[config.mk]
export PLATFORM = sky130hd
export DESIGN_NAME = edt_ijtag_param_ctrl_tdr
export DESIGN_NICKNAME = d
export VERILOG_FILES = /design/src/rtl/edt_tdr_pkg.sv /design/src/rtl/edt_tdr_persistent_buf.sv /design/src/rtl/edt_ijtag_param_ctrl_tdr.sv
export SDC_FILE = /design/constraint.sdc
export NUM_CORES = 1
export LEC_CHECK = 0
export CAP_MARGIN = 40
export CORE_AREA = 2 2 39 41
export CTS_CLUSTER_DIAMETER = 50
export DETAILED_ROUTE_END_ITERATION = 8
export DIE_AREA = 0 0 41 43
export GPL_TIMING_DRIVEN = 1
export PLACE_DENSITY = 0.76
export RECOVER_POWER = 100
export SKIP_CTS_REPAIR_TIMING = 1
export SLEW_MARGIN = 5
export SYNTH_ARGS = -nofsm -noshare
export SYNTH_HDL_FRONTEND = slang
export SYNTH_HIERARCHICAL = 1
export SYNTH_SLANG_ARGS = --single-unit
[constraint.sdc]
create_clock -name ijtag_tck -period 1.9 [get_ports ijtag_tck]
set_input_delay 0.38 -clock ijtag_tck [delete_from_list [all_inputs] [get_ports ijtag_tck]]
set_output_delay 0.38 -clock ijtag_tck [all_outputs]
set_load 0.01 [all_outputs]
[src/rtl/edt_tdr_pkg.sv]
// Shared layout helpers for the EDT IJTAG control TDR: field offsets, shift length
// and elaboration-time parameter sanity checks.
package edt_tdr_pkg;

  function automatic int unsigned tdr_len(input int unsigned dr_w,
                                          input int unsigned st_w,
                                          input bit          lock_en);
    return dr_w + st_w + (lock_en ? 32'd2 : 32'd0);
  endfunction

  function automatic int unsigned data_lsb();
    return 32'd0;
  endfunction

  function automatic int unsigned status_lsb(input int unsigned dr_w);
    return dr_w;
  endfunction

  function automatic int unsigned viol_pos(input int unsigned dr_w,
                                           input int unsigned st_w);
    return dr_w + st_w;
  endfunction

  function automatic int unsigned lock_pos(input int unsigned dr_w,
                                           input int unsigned st_w);
    return dr_w + st_w + 32'd1;
  endfunction

  // RESET_VALUE is untyped so a width slip by the integrator is caught here.
  function automatic bit params_ok(input int unsigned dr_w,
                                   input int unsigned rv_w);
    return (dr_w >= 32'd1) && (rv_w == dr_w);
  endfunction

endpackage

[src/rtl/edt_tdr_persistent_buf.sv]
// Stand-in for the library persistent buffer cell; the netlist flow swaps in the
// keep-cell so each control output has its own unmergeable driver.
module edt_tdr_persistent_buf (
  input  logic a_i,
  output logic y_o
);

  assign y_o = a_i;

endmodule

[src/rtl/edt_ijtag_param_ctrl_tdr.sv]
// Parametrised IJTAG TDR for EDT/scan control: static control bits with optional
// write lock, capture-only status bits, negedge-retimed scan out.
module edt_ijtag_param_ctrl_tdr
  import edt_tdr_pkg::*;
#(
  parameter int unsigned DR_WIDTH     = 4,
  parameter int unsigned STATUS_WIDTH = 2,
  parameter              RESET_VALUE  = 4'b0,
  parameter bit          LOCK_EN      = 1'b1,
  localparam int unsigned SW_P        = (STATUS_WIDTH > 0) ? STATUS_WIDTH : 1
) (
  input  logic                ijtag_tck,
  input  logic                ijtag_reset,
  input  logic                ijtag_sel,
  input  logic                ijtag_si,
  input  logic                ijtag_ce,
  input  logic                ijtag_se,
  input  logic                ijtag_ue,
  input  logic [SW_P-1:0]     status_in,
  output logic [DR_WIDTH-1:0] data_out,
  output logic                locked,
  output logic                ijtag_so
);

  localparam int unsigned L        = tdr_len(DR_WIDTH, STATUS_WIDTH, LOCK_EN);
  localparam int unsigned DATA_LSB = data_lsb();
  localparam int unsigned ST_LSB   = status_lsb(DR_WIDTH);
  localparam int unsigned VIOL_POS = viol_pos(DR_WIDTH, STATUS_WIDTH);
  localparam int unsigned LOCK_POS = lock_pos(DR_WIDTH, STATUS_WIDTH);
  localparam logic [DR_WIDTH-1:0] RST_DATA = DR_WIDTH'(RESET_VALUE);

  if (!params_ok(DR_WIDTH, $bits(RESET_VALUE))) begin : g_param_err
    $error("edt_ijtag_param_ctrl_tdr: DR_WIDTH must be >=1 and match RESET_VALUE width");
  end

  logic [L-1:0]        tdr_q, tdr_d;
  logic [L-1:0]        cap_img;
  logic [L-1:0]        shift_img;
  logic                so_q;
  logic [DR_WIDTH-1:0] data_q, data_d;
  logic                lock_q, viol_q;
  logic                upd_en;

  assign upd_en = ijtag_sel & ijtag_ue;

  // Capture image assembled field by field so absent fields leave no vectors behind.
  assign cap_img[DATA_LSB +: DR_WIDTH] = data_q;

  if (STATUS_WIDTH > 0) begin : g_status
    assign cap_img[ST_LSB +: STATUS_WIDTH] = status_in;
  end

  if (LOCK_EN) begin : g_lock_cap
    assign cap_img[VIOL_POS] = viol_q;
    assign cap_img[LOCK_POS] = lock_q;
  end

  if (L == 1) begin : g_shift_one
    assign shift_img = ijtag_si;
  end else begin : g_shift_many
    assign shift_img = {ijtag_si, tdr_q[L-1:1]};
  end

  always_comb begin
    tdr_d = tdr_q;
    if (ijtag_sel && ijtag_ce) begin
      tdr_d = cap_img;
    end else if (ijtag_sel && ijtag_se) begin
      tdr_d = shift_img;
    end
  end

  // Shift path is deliberately unreset; its contents are only meaningful after capture.
  always_ff @(posedge ijtag_tck) begin
    tdr_q <= tdr_d;
  end

  always_ff @(negedge ijtag_tck) begin
    so_q <= tdr_q[0];
  end

  assign ijtag_so = so_q;

  if (LOCK_EN) begin : g_lock
    logic lock_d, viol_d;

    // A locked register ignores updates and remembers that someone tried.
    always_comb begin
      data_d = data_q;
      lock_d = lock_q;
      viol_d = viol_q;
      if (upd_en) begin
        if (!lock_q) begin
          data_d = tdr_q[DATA_LSB +: DR_WIDTH];
          lock_d = tdr_q[LOCK_POS];
        end else begin
          viol_d = 1'b1;
        end
      end
    end

    always_ff @(negedge ijtag_tck or negedge ijtag_reset) begin
      if (!ijtag_reset) begin
        data_q <= RST_DATA;
        lock_q <= 1'b0;
        viol_q <= 1'b0;
      end else begin
        data_q <= data_d;
        lock_q <= lock_d;
        viol_q <= viol_d;
      end
    end
  end else begin : g_nolock
    always_comb begin
      data_d = data_q;
      if (upd_en) begin
        data_d = tdr_q[DATA_LSB +: DR_WIDTH];
      end
    end

    always_ff @(negedge ijtag_tck or negedge ijtag_reset) begin
      if (!ijtag_reset) begin
        data_q <= RST_DATA;
      end else begin
        data_q <= data_d;
      end
    end

    assign lock_q = 1'b0;
    assign viol_q = 1'b0;
  end

  for (genvar i = 0; i < DR_WIDTH; i++) begin : g_data_buf
    edt_tdr_persistent_buf u_data_buf (
      .a_i (data_q[i]),
      .y_o (data_out[i])
    );
  end

  edt_tdr_persistent_buf u_lock_buf (
    .a_i (lock_q),
    .y_o (locked)
  );

endmodule

* Yosys cells after proc, flatten, opt, wreduce, memory -nomap -nowiden
Index checks and enable logic that the tools add are counted.
Word-level totals: logic and storage cells 15, register bits after elaboration 15, output and inout port bits 6, input port bits 9
Operators by class: mux-type cells 3, reduce and logical (&&, ||, !) cells 5, bitwise gates (word level) 2
Operators with widths (count):
- $mux 8 | 2
- $reduce_and 2->1 | 2
- $logic_and 1x1->1 | 2
- $reduce_bool 2->1 | 1
- $and 1x1->1 | 1
- $mux 1 | 1
- $not 1->1 | 1

* Logic depth before layout (Yosys ltp)
Gate-level depths: netlist (run 1).
word-level depth 3, depth in mapped cells 2, gate-level depth less buffers 2

* By module
Netlist (run 1), hierarchy kept.
Modules (own cells, without submodules):
- edt_ijtag_param_ctrl_tdr | cells each 33, area each 588.1 sq um, instances 1, seq. area each 410.4 sq um
- edt_tdr_persistent_buf | cells each 1, area each 7.5 sq um, instances 5, seq. area each 0.0 sq um

==> results of run 1 <==
[final timing paths]
check / cells after the start / slack, ns / end
min in group asynchronous: 1 / 1.23 / data_q[3]$_DFFE_NN0P_
max in group asynchronous: 1 / 0.42 / data_q[2]$_DFFE_NN0P_
hold reg to reg: 1 / 0.44 / viol_q$_DFFE_NN0P_
setup / recovery: 1 / -0.28 / data_out[2]
hold / removal: 1 / 0.44 / viol_q$_DFFE_NN0P_
setup reg to reg: 3 / -0.14 / tdr_q[7]$_DFFE_PP_
[cell type report]
type,count,area share [%]
multi-input combinational,17,20.93
clock inverter,1,0.4484
clock buffer,4,3.139
sequential,15,49.18
tap,16,2.392
timing repair buffer,22,23.92
[flip-flops by register name, summed over array words and instances, names as in the netlist]
register / flops
lock_q: 1
tdr_q: 8
data_q: 4
viol_q: 1
ijtag_so: 1
[per-stage QoR]
step	cells	util (%)	setup TNS, ns
2_1_floorplan	38	-	-0.2809
3_3_place_gp	70	57.87	-4.997
3_5_place_dp	70	57.87	-5.157
4_1_cts	74	59.76	-5.346
5_1_grt	75	60.49	-1.993
6_report	75	60.49	-1.744
[where the power goes]
group	internal (W)	total [W]	leakage [nW]	switching [W]
registers	0.000399	0.000424	0.150	0.0000254
logic	0.000133	0.000205	0.170	0.0000727
clock network	0.0000845	0.000188	0.0203	0.000104
[synth_stat cells (all sizes together)]
master | number | share of area [%]
mux2 | 12 | 22
edfxtp | 8 | 38
dfrtn | 6 | 24
buf | 5 | 6.0
a31o | 2 | 2.8
dfxtp | 1 | 3.2
inv | 1 | 0.60
nand2 | 1 | 1.0
nand3b | 1 | 1.2
o21a | 1 | 1.2
[metal layers]
metal	part of all wire, %	vias to the layer above	wire (um)
met1	41	180	418
met4	2.6	0	27
met3	7.5	3	77
li1	-	178	-
met2	49	17	500
met5	0	-	0
[cell families (layout without fill, tap and decap cells)]
family / after synthesis / in the layout / synth area share, %
AOI/OAI and AO/OA: 3 / 3 / 4.001
DFF: 15 / 15 / 65.60
buffers and inverters: 6 / 27 / 6.600
muxes: 12 / 12 / 21.60
and+or+nand+nor: 2 / 2 / 2.201
==> results.yml, run 1 <==
status:
  outcome: "finished with violations"
  violations: "setup timing"
global_route:
  grt_pass1_wl_um: 1559
  grt_pass1_vias: 368
  globalRoute.busiestLayer: "met2"
  grtUsageMet2_pct: 19.06
  grtUsageTotal_pct: 14.01
  grt_overflow: 0
  use_met1_pct: 17.83
  grt_max_degree: 9
  antenna_found_initial: 0
  met3_usage_pct: 6.283
timing:
  maxSlewHeadroom_pct: 74.70
  tightest_slew_ns: 0.3786
  finalSetupViolCount: 11
  timing.final.ws_setup_ns: -0.2779
  slew_viol_final: 0
  rsz0062_at_grt: "yes"
  holdWs_ns: 0.4423
  final_hold_viol_count: 0
  skew_ns: 0.05341
place:
  io_buffers: 14
  place_ws_ns: -0.5868
  dpl_cell_area_um2: 800.8
  hpwl_um: 687.7
  gp_congestion: 0.6410
synth:
  avgSynthCellArea_um2: 16.46
  ys_seq_elements: 15
  yosysUniqueCellTypes: 10
  synthCells: 38
  synth_nets: 47
  synth.cell_area_um2: 625.6
  ys_warn_count: 6
  ys_seq_area_share_pct: 65.60
clock_network:
  cts_root_buf: "clkbuf_4"
  clock-sinks: 15
  clk_pin_slew_worst_paths_ns: 0.06
  cts_tree: "done"
  htreeDepth: 1
  cts_buffer_depth: 2
  clock_latency_ns: 0.34
  cts-buffers-inserted: 3
critical_path:
  cp-start-kind: "flop"
  max_stage_delay_ns: 0.42
  crit_chain: "buf_2"
  endpoint_kind: "output port"
  cp_max_fo: 2
  path_class: "flop to output port"
  cp_slowest_cell: "dfrtn_1"
  crit_family: "flip-flops"
  critPathRequiredTime_ns: 1.52
  cp.arrival_ns: 1.80
  cp-startpoint: "data_q[2]$_DFFE_NN0P_"
  timing.rr.start: "lock_q$_DFFE_NN0P_"
  cp_num_buf_inv: 1
layout:
  nFillCells: 129
  n_antenna_cell: 0
  multi_input_area_um2: 175.2
  seqCellArea_um2: 411.6
  synthToLayoutAreaGrowth_pct: 33.80
  finish.instance_area_um2: 837.1
  drive_gt1_share_pct: 50.85
  nets: 69
  layout_common_cells: "buf_6 (8), edfxtp_1 (8), mux2_2 (7)"
pwr:
  power_w: 0.0008179
  powerDensity_nw_per_um2: 977.2
  leakage_nw: 0.3407
  ir_worst_vdd_uv: 452.9
die:
  initial_utilization_pct: 45.21
  core_area_um2: 1384
  std_cell_rows: 14
  fp.dieArea_um2: 1763
  boundaryPins: 15
  dieWidth_um: 41
  die-height_um: 43
job:
  cap_viol_max_count: 0
worst_hold_path:
  hp-start: "viol_q$_DFFE_NN0P_"
  hold_class: "flop to flop"
drt:
  drtAntennaViolNets: 0
  vias_per_cell: 5.040
  via_count: 378
  routed_wl_um: 1023
  drc: 0
  wl_per_cell_um: 13.64
  drt_first_iter_violations: 7
  dr.pass1.iters: 2
(Power assumes the default switching activity.)
==> run 2, diff against run 1 <==
--- a/constraint.sdc
+++ b/constraint.sdc
@@ -3,2 +3,2 @@
 set_output_delay 0.38 -clock ijtag_tck [all_outputs]
-set_load 0.01 [all_outputs]
+set_load 0.1 [all_outputs]
==> run 2 against run 1 <==
  * The run still ends with setup timing left
  * Final cell count shrank 1.3%
  * Die area did not move
  * Flip-flop and latch count unchanged
  * Total power rose by 37%
  * Global-route usage rose by 0.97 points
  * First-iteration DRC count down 71%
  * Hold slack improved by 0.013 ns
  * Largest cell class unchanged
  * Largest power group is now combinational cells
==> results.yml, run 2 (synthesis gave the netlist of run 1 again) <==
critical_path:
  endpoint_kind: "output port"
  crit_chain: "buf_12"
  critPathRequiredTime_ns: 1.52
  path_class: "flop to output port"
  cp-start-kind: "flop"
  rr_worst_depth: 2
  crit_family: "flip-flops"
  cp.arrival_ns: 1.92
  cp_max_fo: 3
  cp_slowest_cell: "dfrtn_1"
  max_stage_delay_ns: 0.49
  cp_num_buf_inv: 1
  r2r_end: "tdr_q[2]$_DFFE_PP_"
  timing.rr.start: "data_q[2]$_DFFE_NN0P_"
  rrSetupSlack_ns: -0.06
timing:
  tightest_slew_ns: 0.3603
  slew_viol_final: 0
  maxSlewHeadroom_pct: 75.98
  finalSetupViolCount: 10
  skew_ns: 0.05375
  timing.final.ws_setup_ns: -0.4018
  rsz0062_at_grt: "yes"
  final_hold_viol_count: 0
layout:
  largestRegisters: "tdr_q: 8 flops, data_q: 4 flops"
  layout.cells.non_filler: 74
  nFillCells: 109
  nets: 68
  finish.instance_area_um2: 882.1
  layout_common_cells: "mux2_2 (11), edfxtp_1 (8), dfrtn_1 (6), buf_12 (6), buf_4 (5)"
  drive_gt1_share_pct: 55.17
  largest_reg_flops: 8
  n_antenna_cell: 0
  final_common_cell: "mux2_2"
  top_register: "tdr_q"
  synthToLayoutAreaGrowth_pct: 41.00
die:
  die-height_um: 43
  initial_utilization_pct: 45.21
  core_area_um2: 1384
  dieWidth_um: 41
  fp.dieArea_um2: 1763
  boundaryPins: 15
  std_cell_rows: 14
global_route:
  grt_pass1_vias: 367
  grtUsageTotal_pct: 14.98
  grt_max_degree: 9
  grt_overflow: 0
  grt_pass1_wl_um: 1683
  antenna_found_initial: 0
status:
  outcome: "finished with violations"
  violations: "setup timing"
pwr:
  pwr-share-comb_pct: 44.3
  power.share.clock_pct: 16.4
  power_w: 0.001122
  powerDensity_nw_per_um2: 1272
  ir_worst_vdd_uv: 653.5
  swShare_pct: 38.64
  leakage_nw: 0.3558
  switchingPower_w: 0.0004336
  seqPwrFrac_pct: 39.3
  p_int_w: 0.0006886
worst_hold_path:
  holdPathEnd: "viol_q$_DFFE_NN0P_"
  hp-start: "viol_q$_DFFE_NN0P_"
  hold_path_depth: 1
  hold_class: "flop to flop"
place:
  gp_congestion: 0.7432
  io_buffers: 14
  dp.cells: 67
  place_ws_ns: -0.6181
  dpl_cell_area_um2: 839.6
drt:
  routed_wl_um: 1022
  vias_per_cell: 4.878
  via_count: 361
  dr.pass1.iters: 2
  drc: 0
  wl_per_cell_um: 13.81
  drtAntennaViolNets: 0
  drt_first_iter_violations: 2
clock_network:
  clock-sinks: 15
  cts-buffers-inserted: 3
  clock_latency_ns: 0.32
  cts_tree: "done"
  cts_buffer_depth: 2
  clk_pin_slew_worst_paths_ns: 0.06
  htreeDepth: 1
  cts_root_buf: "clkbuf_4"
job:
  cap_viol_max_count: 0
[run 2: worst max path at each step]
stage	start	endpoint	slack [ns]	depth (start not counted)
2_1_floorplan	lock_q$_DFFE_NN0P_	locked	-0.09	1
3_3_place_gp	ijtag_ue	data_q[2]$_DFFE_NN0P_	-0.56	3
3_5_place_dp	ijtag_sel	data_q[2]$_DFFE_NN0P_	-0.62	3
4_1_cts	data_q[2]$_DFFE_NN0P_	data_out[2]	-0.41	1
5_1_grt	data_q[3]$_DFFE_NN0P_	data_out[3]	-0.43	1
6_report	data_q[3]$_DFFE_NN0P_	data_out[3]	-0.40	1
[run 2: final cells by class]
cell class / count / area [um^2] / area share, %
tap: 16 / 20.02 / 2.270
timing repair buffer: 21 / 245.2 / 27.80
sequential: 15 / 411.6 / 46.67
multi-input combinational: 17 / 175.2 / 19.86
clock inverter: 1 / 3.754 / 0.4255
clock buffer: 4 / 26.28 / 2.979
[run 2: per-stage QoR]
step	setup TNS (ns)	util, %	hold slack, ns
finish	-2.334	63.74	0.4549
global route	-2.649	63.74	0.4642
CTS	-3.646	62.57	0.4596
detailed placement	-3.637	60.67	0.4592
global placement	-3.401	60.67	0.4236
floorplan	-0.6239	-	0.3979
[run 2: power by group through the flow]
stage | Clock, W | Combinational, W | Sequential [W]
final | 0.000184 | 0.000497 | 0.000441
after global routing | 0.000209 | 0.000515 | 0.000445
after CTS | 0.000190 | 0.000461 | 0.000449
after detailed placement | 0.00000659 | 0.000461 | 0.000456
after global placement | 0.00000659 | 0.000456 | 0.000453
after floorplan | 0.00000659 | 0.000402 | 0.000457
[run 2: metal layers]
| metal | global-route usage [%] | up-vias | wire length (um) |
|---|---|---|---|
| li1 | - | 175 | - |
| met1 | 20.85 | 176 | 462 |
| met2 | 21.25 | 10 | 524 |
| met3 | 3.141 | 0 | 36 |
| met4 | 8.000 | 0 | 0 |
| met5 | 0 | - | 0 |
